$ cat src/rtl/uart_tx_arbiter.sv
// Round-robin arbiter that shares one UART transmitter between NUM_REQ byte-stream requesters.
// A grant is held for a whole frame, and stalls on either side are recovered by timeouts.
module uart_tx_arbiter #(
  parameter int NUM_REQ     = 3,
  parameter int ACK_TIMEOUT = 1024,
  parameter int GAP_TIMEOUT = 4096
) (
  input  logic                 clk,
  input  logic                 reset,
  input  logic [NUM_REQ-1:0]   req_valid,
  input  logic [8*NUM_REQ-1:0] req_data,
  input  logic [NUM_REQ-1:0]   req_last,
  output logic [NUM_REQ-1:0]   req_ready,
  output logic [NUM_REQ-1:0]   grant,
  output logic [7:0]           uart_tx_data,
  output logic                 uart_tx_write_en,
  output logic                 uart_tx_en,
  input  logic                 uart_tx_ready,
  output logic                 busy,
  output logic                 timeout_err,
  output logic [2:0]           state_dbg
);

  localparam int IW = (NUM_REQ > 1) ? $clog2(NUM_REQ) : 1;
  localparam int AW = $clog2(ACK_TIMEOUT + 1);
  localparam int GW = $clog2(GAP_TIMEOUT + 1);

  typedef enum logic [2:0] {
    ST_IDLE      = 3'd0,
    ST_LOAD      = 3'd1,
    ST_SEND      = 3'd2,
    ST_WAIT_BUSY = 3'd3,
    ST_WAIT_DONE = 3'd4
  } state_t;

  state_t             state, state_d;
  logic [NUM_REQ-1:0] grant_d;
  logic [IW-1:0]      owner, owner_d;
  logic [IW-1:0]      rr_ptr, rr_ptr_d;
  logic [IW-1:0]      pick_idx, next_ptr;
  logic               pick_found;
  logic [7:0]         data_d;
  logic               last_q, last_d;
  logic [AW-1:0]      ack_cnt;
  logic [GW-1:0]      gap_cnt;
  logic               own_valid, own_last;
  logic [7:0]         own_data;
  logic               ack_timeout, gap_timeout;

  // First valid requester at or above rr_ptr, otherwise the lowest valid one (wrap-around).
  always_comb begin
    pick_found = 1'b0;
    pick_idx   = '0;
    for (int i = 0; i < NUM_REQ; i++) begin
      if (!pick_found && req_valid[i] && (IW'(i) >= rr_ptr)) begin
        pick_found = 1'b1;
        pick_idx   = IW'(i);
      end
    end
    for (int i = 0; i < NUM_REQ; i++) begin
      if (!pick_found && req_valid[i]) begin
        pick_found = 1'b1;
        pick_idx   = IW'(i);
      end
    end
  end

  always_comb begin
    own_data = '0;
    for (int i = 0; i < NUM_REQ; i++) begin
      if (grant[i]) own_data = own_data | req_data[8*i +: 8];
    end
  end

  assign own_valid   = |(grant & req_valid);
  assign own_last    = |(grant & req_last);
  assign next_ptr    = (owner == IW'(NUM_REQ - 1)) ? '0 : owner + IW'(1);
  // The ack timeout fires on its count even if the UART answers in the same cycle.
  assign ack_timeout = (state == ST_WAIT_BUSY) && (ack_cnt == AW'(ACK_TIMEOUT - 1));
  assign gap_timeout = (state == ST_LOAD) && !own_valid && (gap_cnt == GW'(GAP_TIMEOUT - 1));

  // Handshake: a requester holds req_valid/req_data/req_last stable until it sees
  // req_ready high on a clock edge; that edge transfers the byte, and the requester
  // may then present its next byte (or drop req_valid) from the following cycle.
  always_comb begin
    state_d  = state;
    grant_d  = grant;
    owner_d  = owner;
    rr_ptr_d = rr_ptr;
    data_d   = uart_tx_data;
    last_d   = last_q;
    case (state)
      ST_IDLE: begin
        if (pick_found && uart_tx_ready) begin
          for (int i = 0; i < NUM_REQ; i++) grant_d[i] = (pick_idx == IW'(i));
          owner_d = pick_idx;
          state_d = ST_LOAD;
        end
      end
      ST_LOAD: begin
        if (gap_timeout) begin
          grant_d  = '0;
          rr_ptr_d = next_ptr;
          state_d  = ST_IDLE;
        end else if (own_valid) begin
          data_d  = own_data;
          last_d  = own_last;
          state_d = ST_SEND;
        end
      end
      ST_SEND: state_d = ST_WAIT_BUSY;
      ST_WAIT_BUSY: begin
        if (ack_timeout) begin
          grant_d  = '0;
          rr_ptr_d = next_ptr;
          state_d  = ST_IDLE;
        end else if (!uart_tx_ready) begin
          state_d = ST_WAIT_DONE;
        end
      end
      ST_WAIT_DONE: begin
        if (uart_tx_ready) begin
          if (last_q) begin
            grant_d  = '0;
            rr_ptr_d = next_ptr;
            state_d  = ST_IDLE;
          end else begin
            state_d = ST_LOAD;
          end
        end
      end
      default: begin
        grant_d = '0;
        state_d = ST_IDLE;
      end
    endcase
  end

  always_ff @(posedge clk) begin
    if (reset) begin
      state        <= ST_IDLE;
      grant        <= '0;
      owner        <= '0;
      rr_ptr       <= '0;
      uart_tx_data <= '0;
      last_q       <= 1'b0;
      ack_cnt      <= '0;
      gap_cnt      <= '0;
    end else begin
      state        <= state_d;
      grant        <= grant_d;
      owner        <= owner_d;
      rr_ptr       <= rr_ptr_d;
      uart_tx_data <= data_d;
      last_q       <= last_d;
      if (state != ST_WAIT_BUSY) ack_cnt <= '0;
      else if (ack_cnt != AW'(ACK_TIMEOUT)) ack_cnt <= ack_cnt + AW'(1);
      if (state != ST_LOAD) gap_cnt <= '0;
      else if (!own_valid && (gap_cnt != GW'(GAP_TIMEOUT))) gap_cnt <= gap_cnt + GW'(1);
    end
  end

  assign req_ready        = (state == ST_LOAD) ? (grant & req_valid) : '0;
  assign uart_tx_write_en = (state == ST_SEND);
  assign uart_tx_en       = (state == ST_SEND);
  assign busy             = (state != ST_IDLE);
  assign timeout_err      = ack_timeout | gap_timeout;
  assign state_dbg        = state;

endmodule

$ cat config.mk
export PLATFORM = sky130hd
export DESIGN_NAME = uart_tx_arbiter
export DESIGN_NICKNAME = d
export VERILOG_FILES = /design/src/rtl/uart_tx_arbiter.sv
export SDC_FILE = /design/constraint.sdc
export NUM_CORES = 1
export LEC_CHECK = 0
export CORE_UTILIZATION = 44
export DETAILED_ROUTE_END_ITERATION = 10
export PLACE_DENSITY = 0.71
export REMOVE_ABC_BUFFERS = 1
export SYNTH_ARGS = -nofsm -noshare
export SYNTH_HDL_FRONTEND = slang
export SYNTH_SLANG_ARGS = --single-unit
$ cat constraint.sdc
create_clock -name clk -period 2 [get_ports clk]
set_clock_uncertainty 0.15 [all_clocks]
set_input_delay 0.4 -clock clk [delete_from_list [all_inputs] [get_ports clk]]
set_output_delay 0.4 -clock clk [all_outputs]
set_load 0.005 [all_outputs]
# == Word-level counts from Yosys, hierarchy flattened ==
# Index checks and enable logic that the tools add are counted.
# W data, S select, Z words.
# op_classes
add_sub_neg,3
n_mul,0
n_div,0
order_cmp,3
eq_ne,20
n_shift,0
muxes,35
n_bitwise,7
reduce_logical,32
# op_table
cell,count
$mux W3,12
$pmux W3 S5,2
$mux W8,3
$mux W2,9
$or A8 B8 Y8,2
$add A13 B1 Y13 const B,1
$eq A13 B12 Y1 const B,1
$logic_and A1 B1 Y1,13
$ne A13 B13 Y1 const B,1
$add A11 B1 Y11 const B,1
$eq A11 B10 Y1 const B,1
$ne A11 B11 Y1 const B,1
$ne A2 B2 Y1 const B,5
$mux W1,8
$and A3 B3 Y3,2
$eq A3 B2 Y1 const B,2
$logic_not A1 Y1,6
$ne A3 B3 Y1 const B,2
$pmux W2 S3,1
$reduce_and A6 Y1,1
$reduce_bool A3 Y1,2
$reduce_or A3 Y1,2
$reduce_and A5 Y1,1
$eq A2 B2 Y1 const B,2
16 further kinds,19
# word_totals
register_bits,43
latch_bits,0
ram_bits,0
romBits,0
input_bits,33
output_inout_bits,21
wordCells,108
n_memories,0

# == Depth between registers and ports, before layout ==
# Gate-level depths: netlist of run 1.
# logic_depth
word_depth,23
mapped_depth,7

# == Worst setup path before layout of run 1 ==
# No wires, ideal clock.
# synth_path
kind,reg2reg
startpoint,reg gap_cnt[0]
endpoint,reg gap_cnt[2]
t_arrival_ps,1673
slack_ps,49
stages_incl_launch_ff,8
n_path_buf,0
period_less_slack_ps,1951
cell_sequence,dfxtp_1 inv_1 ha_1 or4b_2 o31ai_4 nor2_1 xnor2_1 nor2_1
# synth_between
elab_chain_cells,2
word_cells_on_any_way,3
# synth_rtl
item,line,text
"start, declared",45,logic [GW-1:0] gap_cnt;
"start signal, assigned",159,else if (!own_valid && (gap_cnt != GW'(GAP_TIMEOUT))) gap_cnt <= gap_cnt + GW'(1);
branches (longest 2 deep; another with $add A13 B1 Y13),n/a,
# Parallel ways; which one is timed is not known.
# A chain may end at the register's enable or synchronous reset.

# == Final worst setup path of run 1 ==
# layout_path
startpoint,reg ack_cnt[1]
endpoint,out timeout_err
# layout_between
elab_chain_cells,3
# layout_rtl
item,line,text
"start, declared",44,logic [AW-1:0] ack_cnt;
"start signal, assigned",157,else if (ack_cnt != AW'(ACK_TIMEOUT)) ack_cnt <= ack_cnt + AW'(1);
$eq A11 B10 Y1,79,assign ack_timeout = (state == ST_WAIT_BUSY) && (ack_cnt == AW'(ACK_TIMEOUT - 1));
$logic_and A1 B1 Y1,79,
$or A1 B1 Y1,167,assign timeout_err = ack_timeout | gap_timeout;
"end, declared",20,"output logic timeout_err,"
# No other way between the ends.

==> reports/results.tsv, run 1 <==
metric	value	unit
status	finished, violations left	
failing checks	setup timing	
area of the multi-input gates	1406	sq um
pwr dens	571.5	nW/um^2
Tmin final	2.213	ns
# port buffers	53	
I/O pin count	54	
Required @ worst endpoint	1.45	ns
GRT Overall Usage	0.2477	
clock latency on the worst-skew pair	0.30	ns
area of the core	4786	sq um
mapped cell area	2207	sq um
DRT Pass-1 Iters	4	
synthesized area per cell	8.588	sq um
Final Util	0.7459	
MaxCap Viol Count	0	
# diodes	0	
final slew viol count	0	
Worst-Margin Slew	0.3949	ns
via count of the first global-routing pass	2271	
setup ws final	-0.2129	ns
Final Hold Vio Count	0	
sw power	0.5786	mW
part of the cycle the worst path needs	1.106	
synth unique cells	42	
Die ar.	5303	sq um
sequential fraction of the synthesis area	0.3900	
RSZ-0062 raised after global routing	true	
CTS tree	yes	
FP Rows	25	
Leak Pwr	1.381	nW
Die Y	72.83	microns
kind of critical path	flip-flop to output port	
CTS H-tree depth	2	
Most used DFF post-synth	dfxtp_1	
DP Area	3222	sq um
GP Congestion	0.8246	
drc violations	0	
TritonCTS Sinks	43	
Flop pwr share	0.450	
power share of the clock group	0.270	
startpoint types	flip-flop	
Int Power	1.461	mW
via-per-instance ratio	5.260	
Layout Cells excl Fill	446	
maximum vdd drop	0.3205	mV
routed wire length	6225	microns
Starting Density	0.4612	
Mapped Cells	257	
kind of path behind the tightest hold check	flip-flop to flip-flop	
DP HPWL	4425	microns
Max Root-Sink Buffers	2	
critical path arrival	1.66	ns
fmax	451.9	MHz
switching share of power	0.2837	
Root Buffer	clkbuf_8	
Comb pwr share	0.279	
EDFF count, synth	0	
synthesized flop and latch total	43	
Seq. cell area	875.8	sq um
routed via count	2346	
area growth from synthesis to layout	61.73	%
relative slew slack	0.7367	
Final Instance Area	3570	sq um
CTS Buf Count	5	
Clock Pin Slew Worst Setup and Hold Paths	0.08	ns
Die W	72.83	microns
Critical Path End Type	output port	
largest net degree at the start of global routing	19	
Post-Place Worst Slack	-0.7103	ns
Iteration-0 DRC Markers	151	
crit path max fanout	2	
Cell Count Post-Placement	426	
global route overflow	0	
first-pass GRT wire length	10210	microns
ys async rst share	0	
Layout Nets	415	
post-route antenna net violation count	0	
Yosys warning count	0	
Filler Cell Count	366	
initial antenna violation count	0	
Final Setup Violations	2	
share of layout cells above drive strength 1	0.3113	
Hold Slack	0.3514	ns
Routed WL per cell	13.96	microns
-- timing repair --
| item | in CTS | in global routing |
|---|---|---|
| pin swaps | 15 | 14 |
| setup buffers | 10 | 6 |
| endpoints found under the setup margin | 33 | 19 |
| hold buffers | 0 | 0 |
| resized for setup | 42 | 29 |
-- final timing paths --
path | start | cells after the start | slack [ns] | to
setup / recovery | ack_cnt[1]$_SDFFE_PP0P_ | 5 | -0.21 | timeout_err
hold / removal | uart_tx_data[1]$_SDFFE_PP0P_ | 2 | 0.35 | uart_tx_data[1]$_SDFFE_PP0P_
setup reg to reg | grant[0]$_SDFFE_PP0P_ | 7 | -0.09 | rr_ptr[0]$_SDFFE_PP0P_
hold reg to reg | uart_tx_data[1]$_SDFFE_PP0P_ | 2 | 0.35 | uart_tx_data[1]$_SDFFE_PP0P_
-- state kept, by name, indices dropped and copies added, names as in the netlist --
name and cells:
uart_tx_data 8, gap_cnt 13, last_q 1, grant 3, ack_cnt 11, owner 2
state_dbg 3, rr_ptr 2
-- final cells by class --
class	count	area share
sequential	43	0.2454
clock buffer	5	0.01928
timing repair buffer	125	0.3011
inverter	10	0.01122
clock inverter	3	0.005608
tap	67	0.02348
multi-input combinational	193	0.3940
-- logic make-up (layout without fill, tap and decap cells) --
kind of cell	count (synthesis)	in the layout	synth area share
multiplexers	7	7	0.03288
flip-flops	43	43	0.3900
buffers and inverters	21	143	0.03968
adder cells (fa/ha/maj)	4	4	0.02268
XOR/XNOR	19	19	0.07540
AND/OR/NAND/NOR	117	117	0.2812
AO/OA/AOI/OAI	46	46	0.1582
-- metrics by stage --
step                      power (mW)  TNS, ns
after floorplan                1.145   -7.804
after global placement         1.428   -14.35
after detailed placement       1.438   -14.82
after CTS                      2.015  -0.3978
after global routing           2.140  -0.5814
final                          2.040  -0.3082
-- per-layer routing --
| metal | GRT usage | share of wire | vias up | routed length [microns] |
|---|---|---|---|---|
| met4 | 0.09368 | 0.014 | 0 | 86 |
| met2 | 0.4268 | 0.51 | 47 | 3202 |
| met3 | 0.04420 | 0.035 | 7 | 216 |
| li1 | - | - | 1175 | - |
| met1 | 0.3078 | 0.44 | 1117 | 2719 |
| met5 | 0 | 0 | - | 0 |
-- worst max-delay path, stage by stage, from the launching register on --
cell     delay (ns)
dfxtp_2        0.36
ha_4           0.13
nand4_1        0.12
or3_4          0.40
o32ai_2        0.19
buf_2          0.16
-- power by group through the flow --
stage	sequential [mW]	clock, mW	combinational, mW
after floorplan	0.947	0	0.198
after global placement	0.932	0	0.496
after detailed placement	0.933	0	0.505
after CTS	0.913	0.568	0.534
after global routing	0.923	0.602	0.616
final	0.919	0.551	0.570
-- cells in the final DEF (no fill, tap or decap), types with 5 or more instances in the layout --
| cell | n |
|---|---|
| a211oi_1 | 9 |
| a21oi_1 | 7 |
| a222oi_1 | 10 |
| and3_1 | 9 |
| buf_4 | 67 |
| buf_6 | 5 |
| clkbuf_8 | 5 |
| clkdlybuf4s50_1 | 43 |
| dfxtp_1 | 35 |
| dfxtp_2 | 6 |
| inv_1 | 8 |
| mux2i_1 | 5 |
| nand2_1 | 10 |
| nand2b_1 | 9 |
| nand3_1 | 9 |
| nand4_1 | 6 |
| nor2_1 | 44 |
| o21ai_0 | 6 |
| xnor2_1 | 9 |
| xor2_1 | 10 |
-- cells in the mapped netlist, types with 6 or more instances --
library cell	instances	area (sq um)
nor2_1	46	172.7
dfxtp_1	43	860.8
a222oi_1	10	100.1
inv_1	10	37.54
nand2_1	10	37.54
xor2_1	10	87.58
a211oi_1	9	67.56
a21oi_1	9	45.04
and3_1	9	56.30
nand2b_1	9	56.30
nand3_1	9	45.04
xnor2_1	9	78.83
clkbuf_1	8	30.03
o21ai_0	8	40.04
nand4_1	6	37.54
Note: power is estimated with default switching activity, not from simulation.
==> run 2: changes to the inputs <==
--- a/config.mk
+++ b/config.mk
@@ -7,7 +7,7 @@
 export LEC_CHECK = 0
 export CORE_UTILIZATION = 44
 export DETAILED_ROUTE_END_ITERATION = 10
-export PLACE_DENSITY = 0.71
+export PLACE_DENSITY = 0.74
 export REMOVE_ABC_BUFFERS = 1
 export SYNTH_ARGS = -nofsm -noshare
 export SYNTH_HDL_FRONTEND = slang
==> reports/results.tsv, run 2 (same netlist as run 1, synthesis figures left out) <==
metric	value	unit
leading cell type in the layout, fill and taps excluded	buf_4	
Die W	72.83	microns
first-pass GRT wire length	10390	microns
share of layout cells above drive strength 1	0.3272	
status	finished, violations left	
# port buffers	53	
Layout Nets	418	
DP Area	3242	sq um
Final Setup Violations	16	
via-per-instance ratio	5.325	
biggest regs	gap_cnt (13), ack_cnt (11), uart_tx_data (8)	
pwr dens	573.2	nW/um^2
CP max stage cell	a222oi_1	
relative slew slack	0.7001	
Most flops, register	gap_cnt	
Final Hold Vio Count	0	
I/O pin count	54	
Root Buffer	clkbuf_8	
DRT Pass-1 Iters	4	
clock latency on the worst-skew pair	0.30	ns
critical path arrival	1.69	ns
via count of the first global-routing pass	2361	
CP Cell Sequence	dlygate4sd2_1 > a222oi_1 > buf_4 > nand4_4 > o32ai_2 > buf_2	
Layout Cells excl Fill	449	
GRT Overall Usage	0.2543	
Max Root-Sink Buffers	2	
crit path max fanout	2	
kind of path behind the tightest hold check	flip-flop to flip-flop	
Die Y	72.83	microns
Required @ worst endpoint	1.45	ns
setup ws final	-0.2358	ns
routed wire length	6661	microns
Largest register FFs	13	
kind of critical path	input port to output port	
MaxCap Viol Count	0	
failing checks	setup timing	
# diodes	0	
largest net degree at the start of global routing	19	
Leak Pwr	1.453	nW
area growth from synthesis to layout	64.85	%
Final Instance Area	3638	sq um
max incr delay on CP	0.42	ns
Starting Density	0.4612	
Clock Pin Slew Worst Setup and Hold Paths	0.08	ns
CTS Buf Count	5	
commonest cells after routing, fill and taps aside	buf_4, nor2_1, clkdlybuf4s50_1, dfxtp_1	
Critical Path End Type	output port	
startpoint types	input port	
routed via count	2391	
area of the core	4786	sq um
post-route antenna net violation count	0	
post-route setup TNS	-1.583	ns
initial antenna violation count	0	
Routed WL per cell	14.84	microns
Die ar.	5303	sq um
maximum vdd drop	0.5445	mV
CTS H-tree depth	2	
Iteration-0 DRC Markers	121	
drc violations	0	
fmax	447.3	MHz
Worst-Margin Slew	0.4498	ns
CTS tree	yes	
Cell Count Post-Placement	427	
DP HPWL	4569	microns
TritonCTS Sinks	43	
RSZ-0062 raised after global routing	true	
Tmin final	2.236	ns
part of the cycle the worst path needs	1.118	
GP Congestion	0.8106	
global route overflow	0	
final slew viol count	0	
FP Rows	25	
==> run 2: worst max-delay path, delay by kind of cell <==
family / cells / cell delay [ns]
buffers and inverters: 3 / 0.65
AOI/OAI and AO/OA: 2 / 0.54
and+or+nand+nor: 1 / 0.09
==> run 2: worst paths after layout <==
| check | start | end | slack (ns) | depth (start not counted) |
|---|---|---|---|---|
| hold / removal | uart_tx_data[3]$_SDFFE_PP0P_ | uart_tx_data[3]$_SDFFE_PP0P_ | 0.35 | 2 |
| hold reg to reg | uart_tx_data[3]$_SDFFE_PP0P_ | uart_tx_data[3]$_SDFFE_PP0P_ | 0.35 | 2 |
| setup / recovery | req_valid[1] | timeout_err | -0.24 | 6 |
| setup reg to reg | grant[0]$_SDFFE_PP0P_ | rr_ptr[0]$_SDFFE_PP0P_ | -0.20 | 7 |
==> run 2: repair_timing <==
item / 4_1_cts / 5_1_grt
hold endpoints to repair: 0 / 0
setup buffers: 2 / 12
gates cloned: 0 / 0
hold buffers: 0 / 0
pin swaps: 8 / 30
endpoints found under the setup margin: 34 / 20
resized for setup: 32 / 47
==> run 2: per-layer routing <==
| metal | share of wire | GRT usage |
|---|---|---|
| met5 | 0 | 0 |
| met4 | 0.016 | 0.1089 |
| met3 | 0.044 | 0.06077 |
| met2 | 0.53 | 0.4528 |
| met1 | 0.41 | 0.2893 |
==> run 2: layout make-up <==
class | count | area (sq um)
well taps | 67 | 83.83
flip-flops and latches | 43 | 878.3
inverters | 10 | 42.54
repair buffers | 128 | 1136
clock buffers | 7 | 76.32
fillers | 335 | 1147
multi-input cells | 193 | 1416
clock inverters | 1 | 5.005
==> run 2: power by group <==
part           switching [mW]  internal, mW  total [mW]
Clock                   0.285         0.245       0.530
Combinational           0.271         0.367       0.639
Sequential             0.0262         0.891       0.917
==> run 2: through the flow <==
stage                       util  hold slack, ns  power [mW]  worst slack [ns]
after floorplan                -          0.2984       1.145           -0.4722
final                     0.7603          0.3481       2.086           -0.2358
after detailed placement  0.6774          0.3345       1.447           -0.7466
after global placement    0.6774          0.3300       1.434           -0.7335
after global routing      0.7603          0.3856       2.192           -0.3455
after CTS                 0.7103          0.3448       1.997           -0.2278
